$ cat config.mk
export PLATFORM = sky130hd
export DESIGN_NAME = s2p_rx_align
export DESIGN_NICKNAME = d
export VERILOG_FILES = /design/src/rtl/p2s_s2p_pkg.sv /design/src/rtl/s2p_rx_shift.sv /design/src/rtl/s2p_rx_align.sv
export SDC_FILE = /design/constraint.sdc
export NUM_CORES = 1
export LEC_CHECK = 0
export ABC_AREA = 1
export BUFFER_PORTS_ARGS = -buffer_cell sky130_fd_sc_hd__buf_4
export CAP_MARGIN = 40
export CORE_UTILIZATION = 57
export CTS_BUF_LIST = sky130_fd_sc_hd__clkbuf_4
export DETAILED_ROUTE_END_ITERATION = 10
export PLACE_DENSITY = 0.85
export SYNTH_ARGS = -nofsm -noshare
export SYNTH_HDL_FRONTEND = slang
export SYNTH_SLANG_ARGS = --single-unit
$ cat constraint.sdc
create_clock -name IN_CLK_2MHz -period 1.6 [get_ports IN_CLK_2MHz]
set_input_delay 0 -clock IN_CLK_2MHz [delete_from_list [all_inputs] [get_ports IN_CLK_2MHz]]
set_output_delay 0 -clock IN_CLK_2MHz [all_outputs]
set_load 0.02 [all_outputs]
$ cat src/rtl/p2s_s2p_pkg.sv
// Shared definitions for the lane serializer and the serial-to-parallel receiver.
package p2s_s2p_pkg;

  localparam int unsigned LANE_W = 8;
  localparam logic [LANE_W-1:0] COM_DEFAULT = 8'hBC;

  typedef enum logic [1:0] {
    StHunt   = 2'd0,
    StSync   = 2'd1,
    StLocked = 2'd2
  } rx_state_e;

endpackage

$ cat src/rtl/s2p_rx_shift.sv
// Receive shift register and byte-phase bit counter for s2p_rx_align.
module s2p_rx_shift
  import p2s_s2p_pkg::*;
(
  input  logic              clk,
  input  logic              reset,
  input  logic              enb,
  input  logic              serial,
  input  logic              realign,
  output logic [LANE_W-1:0] sr,
  output logic              boundary
);

  logic [LANE_W-1:0] sr_q;
  logic [2:0]        bit_cnt_q;

  always_ff @(posedge clk) begin
    if (reset) begin
      sr_q      <= '0;
      bit_cnt_q <= '0;
    end else if (enb) begin
      sr_q      <= {sr_q[LANE_W-2:0], serial};
      // Count wraps 7 -> 0 at every aligned boundary; realign restarts the byte phase.
      bit_cnt_q <= realign ? 3'd0 : bit_cnt_q + 3'd1;
    end
  end

  assign sr       = sr_q;
  assign boundary = (bit_cnt_q == 3'd7);

endmodule

$ cat src/rtl/s2p_rx_align.sv
// Serial-to-parallel lane receiver with COM-based byte alignment and lock detection.
// Optional macro S2P_RX_RELOCK_EN: data-run watchdog that drops lock after MAX_RUN bytes.
module s2p_rx_align
  import p2s_s2p_pkg::*;
#(
  parameter logic [LANE_W-1:0] COM       = COM_DEFAULT,
  parameter int unsigned       LOCK_COMS = 4,
  parameter int unsigned       MAX_RUN   = 64
) (
  input  logic              IN_CLK_2MHz,
  input  logic              IN_RESET_RX,
  input  logic              IN_ENB_RX,
  input  logic              IN_SERIAL,
  output logic [LANE_W-1:0] OUT_LANE,
  output logic              OUT_VALID,
  output logic              OUT_IDLE,
  output logic              OUT_ALIGNED
);

  if (LOCK_COMS < 2 || LOCK_COMS > 15 || MAX_RUN < 1) begin : g_bad_params
    $error("s2p_rx_align: LOCK_COMS must be 2..15 and MAX_RUN at least 1");
  end

  rx_state_e         state_q, state_d;
  logic [3:0]        com_cnt_q, com_cnt_d;
  logic [3:0]        com_inc;
  logic [LANE_W-1:0] lane_q, lane_d;
  logic              valid_q, valid_d;
  logic              idle_q, idle_d;
  logic [LANE_W-1:0] sr;
  logic              boundary;
  logic              realign;

`ifdef S2P_RX_RELOCK_EN
  localparam int unsigned RunW = $clog2(MAX_RUN + 1);
  logic [RunW-1:0] run_cnt_q, run_cnt_d;
`endif

  s2p_rx_shift u_shift (
    .clk      (IN_CLK_2MHz),
    .reset    (IN_RESET_RX),
    .enb      (IN_ENB_RX),
    .serial   (IN_SERIAL),
    .realign  (realign),
    .sr       (sr),
    .boundary (boundary)
  );

  always_comb begin
    state_d   = state_q;
    com_cnt_d = com_cnt_q;
    lane_d    = lane_q;
    valid_d   = 1'b0;
    idle_d    = 1'b0;
    realign   = 1'b0;
    com_inc   = com_cnt_q + 4'd1;
`ifdef S2P_RX_RELOCK_EN
    run_cnt_d = run_cnt_q;
`endif
    if (IN_ENB_RX) begin
      unique case (state_q)
        StHunt: begin
          // Any bit position may start a byte while hunting.
          if (sr == COM) begin
            realign   = 1'b1;
            com_cnt_d = 4'd1;
            state_d   = StSync;
          end
        end
        StSync: begin
          if (boundary) begin
            if (sr == COM) begin
              com_cnt_d = com_inc;
              if (com_inc == 4'(LOCK_COMS)) begin
                state_d = StLocked;
              end
            end else begin
              com_cnt_d = 4'd0;
              state_d   = StHunt;
            end
          end
        end
        StLocked: begin
          if (boundary) begin
            if (sr == COM) begin
              idle_d = 1'b1;
`ifdef S2P_RX_RELOCK_EN
              run_cnt_d = '0;
`endif
            end else begin
`ifdef S2P_RX_RELOCK_EN
              if (run_cnt_q == RunW'(MAX_RUN)) begin
                // Run too long for a live link: treat as lost alignment, drop the byte.
                state_d   = StHunt;
                com_cnt_d = 4'd0;
                run_cnt_d = '0;
              end else begin
                lane_d    = sr;
                valid_d   = 1'b1;
                run_cnt_d = run_cnt_q + 1'b1;
              end
`else
              lane_d  = sr;
              valid_d = 1'b1;
`endif
            end
          end
        end
        default: begin
          state_d   = StHunt;
          com_cnt_d = 4'd0;
        end
      endcase
    end
  end

  always_ff @(posedge IN_CLK_2MHz) begin
    if (IN_RESET_RX) begin
      state_q   <= StHunt;
      com_cnt_q <= '0;
      lane_q    <= '0;
      valid_q   <= 1'b0;
      idle_q    <= 1'b0;
`ifdef S2P_RX_RELOCK_EN
      run_cnt_q <= '0;
`endif
    end else begin
      state_q   <= state_d;
      com_cnt_q <= com_cnt_d;
      lane_q    <= lane_d;
      valid_q   <= valid_d;
      idle_q    <= idle_d;
`ifdef S2P_RX_RELOCK_EN
      run_cnt_q <= run_cnt_d;
`endif
    end
  end

  assign OUT_LANE    = lane_q;
  assign OUT_VALID   = valid_q;
  assign OUT_IDLE    = idle_q;
  assign OUT_ALIGNED = (state_q == StLocked);

endmodule

==> flow_summary_export.csv <==
group,metric,value,unit
critical_path,start_kind,"register",
critical_path,cp.depth,12,
timing,slew_violations,0,
yosys,avgSynthCellArea,7.56,um2
yosys,ys_top_cells_by_count,"dfxtp_1 (27), nand2_1 (27), nor2_1 (22)",
clock_network,insertion_delay,0.32,ns
clock_network,post-cts-setup-buffers,0,
global_route,grt_max_degree,20,
global_route,grt_usage,0.229,
drt,dr.first_iter.drc_count,25,
global_route,grt_overflow,0,
clock_network,clkSlewWorstSetupHoldPaths,0.14,ns
min_path,hp-class,"in2reg",
drt,dr.pass1.iters,4,
yosys,ys_ff_latch,27,
yosys,synth_top_area_frac,0.464,
timing,fmax,0.668,GHz
yosys,yosysTopAreaCell,"dfxtp_1",
critical_path,arrival,1.73,ns
outcome,outcome,"completed",
clock_network,cts_root_buf,"clkbuf_4",
power,p_sw_frac,0.264,
drt,via_per_inst,5.10,
timing,setup_viol,0,
yosys,synth_edf_count,0,
power,p_per_area,844,mW/mm2
power,p_leak,0.581,nW
timing,max_slew.worst_pin.slew,0.290,ns
power,net-switching-power,0.000302,W
yosys,netlist_instances,154,
min_path,min_path_cells,3,
timing,fin_crit,1.50,ns
critical_path,max_stage_delay,0.36,ns
timing,skew,0.00356,ns
drt,drc,0,
yosys,yosys_warnings,0,
yosys,syn_area,0.00116,mm2
critical_path,slowest_stage,"dfxtp_2",
drt,wire_per_inst,10.7,um
floorplanning,pin_count,15,
run,max_cap_violations,0,
timing,rsz0062_at_grt,"true",
drt,antenna_left,0,
clock_network,cts_tree,"yes",
timing,hold_violations,0,
power,clockPowerShare,0.256,
global_route,first_global_vias,892,
power,p_int,0.000842,W
yosys,synthArstFlopShare,0,
final_layout,instances_no_fill,197,
timing,timing.final.crit_share,0.935,
clock_network,cts_buffers,3,
floorplanning,row_count,15,
floorplanning,die_y,47.2,um
final_layout,syn_to_final_growth,16.3,%
yosys,synth.net_count,162,
placement,dp_hpwl,1570,um
final_layout,antenna_cells,0,
floorplanning,die_area,0.00223,mm2
floorplanning,initial_core_util,0.640,
global_route,grt_pass1_wl,3620,um
clock_network,cts.sinks,27,
critical_path,r2r_cells,12,
yosys,yosys-top-cells-area,"dfxtp_1 (46%), nand2_1 (8.7%), a21oi_1 (7.3%)",
yosys,synth-seq-area-share,0.464,
placement,dp_cells,190,
drt,drt_wl_total,2110,um
critical_path,path_class,"reg2reg",
final_layout,final_cell_area,0.00136,mm2
final_layout,nNetsFinal,181,
final_layout,final_util,0.744,
drt,met3_wirelength,79,um
floorplanning,core_area,0.00182,mm2
floorplanning,die_w,47.2,um
power,p_seq_frac,0.628,
global_route,grt_antenna_before_repair,0,
power,finalPower,0.00114,W
critical_path,critPathTopFamily,"simple AND/OR/NAND/NOR gates",
placement,port_buffers,14,
timing,whs,0.423,ns
critical_path,crit_chain,"ha_1, ha_1, inv_2, nand3_1, nand3_1, inv_1, nand2_2, clkinv_2, nand2_4, nand2_1, nand2_1, nor2_1",
clock_network,h-tree-depth,1,
drt,met1_length,1010,um
critical_path,crit_path_end_kind,"register",
critical_path,path_buf_inv,3,
drt,top_layer,"met4",
critical_path,crit_required,1.84,ns
yosys,yosysUniqueCellTypes,22,
clock_network,clockBufferDepth,2,
power,ir_drop,0.000698,V
final_layout,final_layout_size_suffix_gt1_frac,0.227,
placement,routabilityCongestion,0.810,
drt,via_count,1005,
power,pwr-share-comb,0.116,
drt,routed-wl-met2,1000,um
timing,max_slew_margin,0.806,
placement,dpl_cell_area,0.00129,mm2
critical_path,crit_fanout,4,
yosys,synthFlopType,"dfxtp_1",
## power by group through the flow
stage,clock (W),combinational [W],sequential [W]
2_1_floorplan,0,0.0000917,0.000727
3_3_place_gp,0,0.000118,0.000731
3_5_place_dp,0,0.000124,0.000732
4_1_cts,0.000305,0.000130,0.000717
5_1_grt,0.000337,0.000150,0.000722
6_report,0.000293,0.000132,0.000718
## worst reg2reg max path, cell delays in order, from the launching register on
cell and delay (ns):
dfxtp_2 0.36, ha_1 0.19, ha_1 0.19, inv_2 0.08, nand3_1 0.07, nand3_1 0.07
inv_1 0.06, nand2_2 0.08, clkinv_2 0.10, nand2_4 0.09, nand2_1 0.05, nand2_1 0.05
nor2_1 0.04
## final timing paths
kind / from / to / slack (ns)
worst max-delay path: u_shift.bit_cnt_q[0]$_SDFFE_PP0P_ / state_q[0]$_SDFFE_PP0P_ / 0.10
worst min-delay path: IN_RESET_RX / com_cnt_q[3]$_SDFFE_PP0P_ / 0.42
worst max register to register: u_shift.bit_cnt_q[0]$_SDFFE_PP0P_ / state_q[0]$_SDFFE_PP0P_ / 0.10
worst min register to register: u_shift.sr[6]$_SDFFE_PP0P_ / OUT_LANE[6]$_SDFFE_PP0P_ / 0.49
## per-layer routing
| layer | global-route usage | vias up |
|---|---|---|
| li1 | - | 537 |
| met1 | 0.318 | 443 |
| met2 | 0.372 | 23 |
| met3 | 0.0231 | 2 |
| met4 | 0.0743 | 0 |
| met5 | 0 | - |
## layout make-up
type | instances | area (um2)
clock inverter | 1 | 7.51
fill | 145 | 465
sequential | 27 | 542
timing repair buffer | 18 | 143
tap | 25 | 31.3
clock buffer | 3 | 22.5
inverter | 18 | 68.8
multi-input combinational | 105 | 541
## sequential cells by signal, indices dropped and copies added, names as in the netlist
name and cells:
OUT_IDLE 1, OUT_LANE 8, OUT_VALID 1, com_cnt_q 4
state_q 2, u_shift.bit_cnt_q 3, u_shift.sr 8
## repair_timing
| action | 4_1_cts | 5_1_grt |
|---|---|---|
| hold buffers | 3 | 0 |
| resized for setup | 0 | 4 |
| hold endpoints to repair | 13 | 0 |
| endpoints found under the setup margin | 0 | 9 |
## cells in the final DEF, fill, tap and decap left out
| cell | count |
|---|---|
| xnor2_1 | 1 |
| o211ai_1 | 1 |
| o21ai_1 | 5 |
| nand2_4 | 1 |
| nand2_2 | 3 |
| dfxtp_1 | 26 |
| nor2_1 | 22 |
| inv_1 | 9 |
| dlygate4sd3_1 | 3 |
| nor2_2 | 1 |
| nand2_1 | 26 |
| nor3_4 | 1 |
| a21oi_2 | 2 |
| inv_2 | 8 |
| clkbuf_4 | 3 |
| o21ai_2 | 2 |
| a21oi_1 | 17 |
| o21ai_0 | 11 |
| clkinvlp_4 | 1 |
| buf_4 | 15 |
| nand3_1 | 4 |
| clkinv_2 | 1 |
| nor3_1 | 3 |
| dfxtp_2 | 1 |
| ha_1 | 4 |
| nand4_1 | 1 |
## kinds of logic (layout without fill, tap and decap cells)
kind of cell,after synthesis,after routing,share of synthesized area
xor+xnor,1,1,0.00752
compound gates,38,38,0.178
flops,27,27,0.464
fa+ha+maj,4,4,0.0430
buf+inv,22,40,0.0784
simple gates,62,62,0.229
## stage by stage
stage          setup TNS, ns  setup slack (ns)
3_3_place_gp               0             0.117
5_1_grt              -0.0170          -0.00965
2_1_floorplan              0             0.140
3_5_place_dp               0            0.0622
6_report                   0             0.103
4_1_cts                    0            0.0442
(Power assumes the default switching activity.)
